--- src/rtl/tile_loader.sv ---
// Assembles a 4x4 R tile (and optional 4x4 A tile) from a serial word stream,
// then holds them and steps the dispatcher's count/shouldAdd through one sequence.
module tile_loader #(
  parameter int DISPATCH_CYCLES = 8
) (
  input  logic        clk,
  input  logic        rst,
  input  logic        in_valid,
  output logic        in_ready,
  input  logic [31:0] in_data,
  input  logic        in_add,
  output logic [31:0] r11, r12, r13, r14,
  output logic [31:0] r21, r22, r23, r24,
  output logic [31:0] r31, r32, r33, r34,
  output logic [31:0] r41, r42, r43, r44,
  output logic [31:0] a11, a12, a13, a14,
  output logic [31:0] a21, a22, a23, a24,
  output logic [31:0] a31, a32, a33, a34,
  output logic [31:0] a41, a42, a43, a44,
  output logic [4:0]  count,
  output logic        shouldAdd,
  output logic        busy,
  output logic        done
);

  typedef enum logic [2:0] {
    S_IDLE,
    S_LOAD_R,
    S_LOAD_A,
    S_DISPATCH,
    S_DONE
  } state_t;

  localparam logic [4:0] LAST_COUNT = 5'(DISPATCH_CYCLES - 1);

  state_t      state_q, state_d;
  logic [3:0]  idx_q, idx_d;
  logic        add_mode_q, add_mode_d;
  logic [4:0]  count_q, count_d;
  logic        should_add_q, should_add_d;
  logic        busy_q, busy_d;
  logic        done_q, done_d;
  logic [31:0] r_q [16];
  logic [31:0] r_d [16];
  logic [31:0] a_q [16];
  logic [31:0] a_d [16];
  logic        load_state;
  logic        accept;

  // Reset forces ready low so a word offered during reset is never consumed.
  assign load_state = (state_q == S_IDLE) || (state_q == S_LOAD_R) || (state_q == S_LOAD_A);
  assign in_ready   = load_state && !rst;
  assign accept     = in_valid && in_ready;

  always_comb begin
    state_d    = state_q;
    idx_d      = idx_q;
    add_mode_d = add_mode_q;
    count_d    = 5'd0;
    r_d        = r_q;
    a_d        = a_q;

    case (state_q)
      S_IDLE: begin
        if (accept) begin
          r_d[0]     = in_data;
          add_mode_d = in_add;
          for (int i = 0; i < 16; i++) a_d[i] = 32'd0;
          idx_d      = 4'd1;
          state_d    = S_LOAD_R;
        end
      end
      S_LOAD_R: begin
        if (accept) begin
          r_d[idx_q] = in_data;
          idx_d      = idx_q + 4'd1;
          if (idx_q == 4'd15) state_d = add_mode_q ? S_LOAD_A : S_DISPATCH;
        end
      end
      S_LOAD_A: begin
        if (accept) begin
          a_d[idx_q] = in_data;
          idx_d      = idx_q + 4'd1;
          if (idx_q == 4'd15) state_d = S_DISPATCH;
        end
      end
      S_DISPATCH: begin
        if (count_q == LAST_COUNT) state_d = S_DONE;
        else                       count_d = count_q + 5'd1;
      end
      S_DONE:  state_d = S_IDLE;
      default: state_d = S_IDLE;
    endcase

    // Status outputs are registered from the next state so they align with it.
    should_add_d = (state_d == S_DISPATCH) && add_mode_d;
    busy_d       = (state_d != S_IDLE);
    done_d       = (state_d == S_DONE);
  end

  always_ff @(posedge clk) begin
    if (rst) begin
      state_q      <= S_IDLE;
      idx_q        <= 4'd0;
      add_mode_q   <= 1'b0;
      count_q      <= 5'd0;
      should_add_q <= 1'b0;
      busy_q       <= 1'b0;
      done_q       <= 1'b0;
      for (int i = 0; i < 16; i++) begin
        r_q[i] <= 32'd0;
        a_q[i] <= 32'd0;
      end
    end else begin
      state_q      <= state_d;
      idx_q        <= idx_d;
      add_mode_q   <= add_mode_d;
      count_q      <= count_d;
      should_add_q <= should_add_d;
      busy_q       <= busy_d;
      done_q       <= done_d;
      for (int i = 0; i < 16; i++) begin
        r_q[i] <= r_d[i];
        a_q[i] <= a_d[i];
      end
    end
  end

  assign count     = count_q;
  assign shouldAdd = should_add_q;
  assign busy      = busy_q;
  assign done      = done_q;

  assign r11 = r_q[0];  assign r12 = r_q[1];  assign r13 = r_q[2];  assign r14 = r_q[3];
  assign r21 = r_q[4];  assign r22 = r_q[5];  assign r23 = r_q[6];  assign r24 = r_q[7];
  assign r31 = r_q[8];  assign r32 = r_q[9];  assign r33 = r_q[10]; assign r34 = r_q[11];
  assign r41 = r_q[12]; assign r42 = r_q[13]; assign r43 = r_q[14]; assign r44 = r_q[15];

  assign a11 = a_q[0];  assign a12 = a_q[1];  assign a13 = a_q[2];  assign a14 = a_q[3];
  assign a21 = a_q[4];  assign a22 = a_q[5];  assign a23 = a_q[6];  assign a24 = a_q[7];
  assign a31 = a_q[8];  assign a32 = a_q[9];  assign a33 = a_q[10]; assign a34 = a_q[11];
  assign a41 = a_q[12]; assign a42 = a_q[13]; assign a43 = a_q[14]; assign a44 = a_q[15];

endmodule

--- config.mk ---
export PLATFORM = sky130hd
export DESIGN_NAME = tile_loader
export DESIGN_NICKNAME = d
export VERILOG_FILES = /design/src/rtl/tile_loader.sv
export SDC_FILE = /design/constraint.sdc
export NUM_CORES = 2
export LEC_CHECK = 0
export ABC_AREA = 1
export CAP_MARGIN = 10
export CORE_AREA = 4 4 414 416
export CTS_CLUSTER_SIZE = 8
export DETAILED_ROUTE_END_ITERATION = 8
export DIE_AREA = 0 0 418 420
export HOLD_SLACK_MARGIN = 0.15
export PLACE_DENSITY_LB_ADDON = 0.3
export SLEW_MARGIN = 20
export SYNTH_ARGS = -nofsm -noshare
export SYNTH_HDL_FRONTEND = slang
export SYNTH_SLANG_ARGS = --single-unit
--- constraint.sdc ---
create_clock -name clk -period 1.6 [get_ports clk]
set_input_delay 0.32 -clock clk [delete_from_list [all_inputs] [get_ports clk]]
set_output_delay 0.32 -clock clk [all_outputs]
set_load 0.03 [all_outputs]
# == Yosys cells after proc, flatten, opt, wreduce, memory -nomap -nowiden ==
# Index checks and enable logic that the tools add are counted.
# totals
reg_bits,1040
latchBits,0
mem_bits_rw,0
rom_bits,0
in_bits,36
wordCells,97
n_memories,0
# classes
n_addsub,2
multipliers,0
n_div,0
magnitude_cmp,2
eq_ne,11
shifts,0
muxes,23
n_bitwise,2
n_reduce_logical,18
# ops
operator,count
$mux 512,3
$bwmux 512,2
$pmux 512 s2,1
$demux 32 s4,1
$mux 32,2
$pmux 32 s2,1
$mux 3,6
$pmux 3 s4,1
$eq 3x2->1 const B,3
$reduce_and 3->1,3
$mux 4,2
$pmux 4 s2,1
$ne 2x2->1 const B,3
$reduce_bool 2->1,3
$add 5x1->5 const B,1
$eq 5x3->1 const B,1
$ge 5x5->1 const B,1
$lt 5x1->1 const B,1
$not 4->5,1
$add 4x1->4 const B,1
$eq 4x4->1 const B,1
$logic_and 1x1->1,4
$eq 3x1->1 const B,1
$eq 3x3->1 const B,1
other kinds (10),13

# == Logic depth before layout (Yosys ltp) ==
# depth
depth_word,9
depth_mapped,10
depth_no_buf,9

# == Least setup slack after synthesis ==
# OpenSTA, ideal clock, no wires.
# synth_timing
path_kind,input to register
from,in rst
to,"reg r_q, in the netlist r24[21]"
setup_ns,0.114
t_arrival_ns,1.503
required_time_ns,1.486
setup_slack_ns,-0.017
stages,9
n_path_buf,3
cell_sequence,buf_2 -> nor2_4 -> nand3_4 -> nor2_4 -> buf_6 -> nand2_2 -> clkbuf_1 -> o21ai_1 -> nor2_1
# synth_between
elab_chain_len,4
# synth_rtl
element,line,text
start: declaration,7,"input logic rst,"
$logic_not 1->1,52,assign in_ready = load_state && !rst;
$logic_and 1x1->1,52,
$logic_and 1x1->1,53,assign accept = in_valid && in_ready;
$reduce_and 2->1 (no line),-,
end signal: indexed assignment,123,r_q[i] <= r_d[i];
end: declaration,43,logic [31:0] r_q [16];
# Parallel ways exist; a longest one is shown, timed or not.
# A chain may end at the register's enable or synchronous reset.

# == Worst setup path in the final report ==
# layout_timing
from,reg state_q[2]
to,out in_ready
# layout_between
elab_chain_len,4
# layout_rtl
element,line,text
start: declaration,36,"state_t state_q, state_d;"
start signal: assignment,115,state_q <= state_d;
$eq 3x1->1 or $logic_not 3->1 (tied branches),51,assign load_state = (state_q == S_IDLE) || (state_q == S_LOAD_R) || (state_q == S_LOAD_A);
$logic_or 1x1->1,51,
$logic_or 1x1->1 (*),51,
$logic_and 1x1->1 (*),52,
end: declaration,9,"output logic in_ready,"
# Mark *: on every way between the ends. The rest lies on a longest branch, timed or not.

==> reports/qor.yml <==
pwr:
  p_per_area_mw_per_mm2: 959
  p_int_mw: 44.7
  ir_worst_vdd_v: 0.00109
  seq_power_share_pct: 44.0
  switching_share_pct: 24.7
  leakage_nw: 25.1
  p_comb_share_pct: 6.5
  p_clk_share_pct: 49.4
  switchingPower_mw: 14.7
route:
  via_per_inst: 4.59
  vias: 38500
  first_iter_violations: 3208
  ant_nets: 0
  post-route-drc-count: 0
  wl_mm: 207
  first_pass_iters: 5
  wl_per_cell_um: 24.7
sta:
  rsz0062_at_grt: "true"
  whs_ns: 0.111
  fin_crit_ns: 1.89
  max_freq_ghz: 0.530
  finalHoldViolCount: 0
  slew_viol_final: 0
  tightestPinTransition_ns: 0.749
  setup_viol: 1398
  fin_ws_ns: -0.285
  relSlewSlack_pct: 49.9
  finalClockSkew_ns: 0.0455
  setup-tns-final_ns: -219.96
  final.period_utilization_pct: 118
logic_synthesis:
  synth_edf_count: 0
  netlist_instances: 4889
  seq_area_frac_synth_pct: 55.5
  ys_ff_latch: 1040
  synth_cell_type_count: 31
  synth_top_cell_area_share_pct: 55.5
  synth_top_area_cell: "dfxtp_1"
  synthArstFlopShare_pct: 0
  yosysWarnings: 0
  syn_area_sq_mm: 0.0375
  avgSynthCellArea_sq_um: 7.67
  synth_nets: 4930
  ys.flop_type: "dfxtp_1"
  synthTopCellsByArea: "dfxtp_1, nand2_1, nor2_1"
clock_tree:
  cts_buffer_depth: 3
  cts.clk_slew.worst_paths_ns: 0.05
  cts-root-buf: "clkbuf_16"
  clkSinkCount: 1040
  insertion_delay_ns: 0.80
  numCtsBuffers: 150
  holdBufCountCts: 18
  cts_tree: "yes"
  cts-htree-levels: 4
critical_path:
  r2r_start: "state_q[1]"
  critPathLaunchType: "register"
  required_ns: 1.28
  crit_arrival_ns: 1.57
  critPathMaxFanout: 2
  worstSetupPathType: "register to primary output"
  crit_path_start: "state_q[2]"
  end_kind: "primary output"
placed_design:
  place.gp.congestion: 0.836
  io_buffers: 1068
  dp.final_hpwl_mm: 142
status:
  violations: "negative setup slack"
  status: "finished with violations"
cells_and_area:
  area.growth.synth_to_final_pct: 64.7
  finalNetCount: 6203
  layout_commonest_cell: "nand2_1"
  drive_above_1_share_pct: 38.4
  layout_common_cells: "nand2_1, nor2_1, buf_6"
global_routing:
  grt_pass1_wl_mm: 271
  grt_usage_pct: 21.4
  grt_overflow: 0
  antenna_found_initial: 8
  grt_pass1_vias: 35900
  grt_max_degree: 138
min_path:
  hp-start: "rst"
  hp-class: "primary input to register"
die:
  io_pins: 1069
  die_w_um: 418
  fp-row-count: 150
  die-height_um: 420
  die_area_sq_mm: 0.176
  coreArea_sq_mm: 0.167
  start_util_pct: 22.4
flow_run:
  maxCapViolCount: 0
-- synthesized netlist by cell type (24+ instances only) --
cell	count
a21oi_1	519
buf_2	89
buf_4	41
clkbuf_1	289
dfxtp_1	1040
nand2_1	1165
nand2_2	24
nand4_1	34
nor2_1	1052
o21ai_0	457
o21ai_1	38
o21bai_1	27
-- per-stage QoR --
| step | std cells | area, sq um | utilization (%) | total power [mW] | worst slack [ns] |
|---|---|---|---|---|---|
| 2_1_floorplan | 4889 | 37600 | - | 28.2 | -0.0121 |
| 3_3_place_gp | 8088 | 53400 | 32.0 | 29.9 | -0.613 |
| 3_5_place_dp | 8088 | 53400 | 32.0 | 29.9 | -0.624 |
| 4_1_cts | 8319 | 59500 | 35.6 | 59.4 | -0.322 |
| 5_1_grt | 8390 | 61800 | 37.0 | 61.1 | -0.370 |
| 6_report | 8390 | 61800 | 37.0 | 59.3 | -0.285 |
-- path summary, 6_finish.rpt --
path | end | slack (ns) | cells after the start
setup reg to reg | a23[28] | -0.26 | 11
setup / recovery | in_ready | -0.29 | 5
hold reg to reg | a22[23] | 0.45 | 2
hold / removal | add_mode_q | 0.11 | 7
-- critical path, stage by stage, from the launching register on --
cell	delay [ns]
dfxtp_4	0.36
nor2_4	0.12
buf_6	0.11
nand2_2	0.04
inv_2	0.04
buf_6	0.14
-- power by group through the flow --
stage	sequential, mW	clock, mW	combinational [mW]
floorplan	26.8	0	1.41
global placement	26.6	0	3.31
detailed placement	26.6	0	3.30
CTS	26.1	29.9	3.38
global route	26.1	30.9	4.07
finish	26.1	29.3	3.88
-- cell type report --
| class | count | area [sq um] |
|---|---|---|
| Sequential cell | 1040 | 21700 |
| Tap cell | 2204 | 2760 |
| Inverter | 39 | 215 |
| Clock buffer | 162 | 3950 |
| Timing Repair inverter | 1 | 8.76 |
| Antenna cell | 2 | 5.00 |
| Multi-Input combinational cell | 3383 | 15400 |
| Timing Repair Buffer | 1547 | 17500 |
| Fill cell | 17100 | 105000 |
| Clock inverter | 12 | 211 |
-- cells by family after synthesis --
logic type	count (synthesis)	synth area share, %
and+or+nand+nor	2332	24.7
xor gates and xnor gates	2	0.0467
adders and majority gates	5	0.167
DFF	1040	55.5
buffers and inverters	466	5.47
AOI/OAI and AO/OA	1044	14.1
-- routing by layer --
layer / part of all wire, % / GRT usage [%] / vias up
met5: 0 / 0 / -
met4: 4.6 / 9.38 / 0
met3: 7.2 / 5.77 / 403
met2: 50 / 37.6 / 1573
met1: 38 / 24.2 / 18400
li1: - / - / 18100
-- timing repair --
item / CTS / global route
endpoints found under the setup margin: 2058 / 2065
setup buffers: 39 / 28
pin swaps: 4 / 35
gates resized for setup: 5583 / 394
endpoints found under the hold margin: 287 / 1
cloned: 0 / 42
Note: power is estimated with default switching activity, not from simulation.
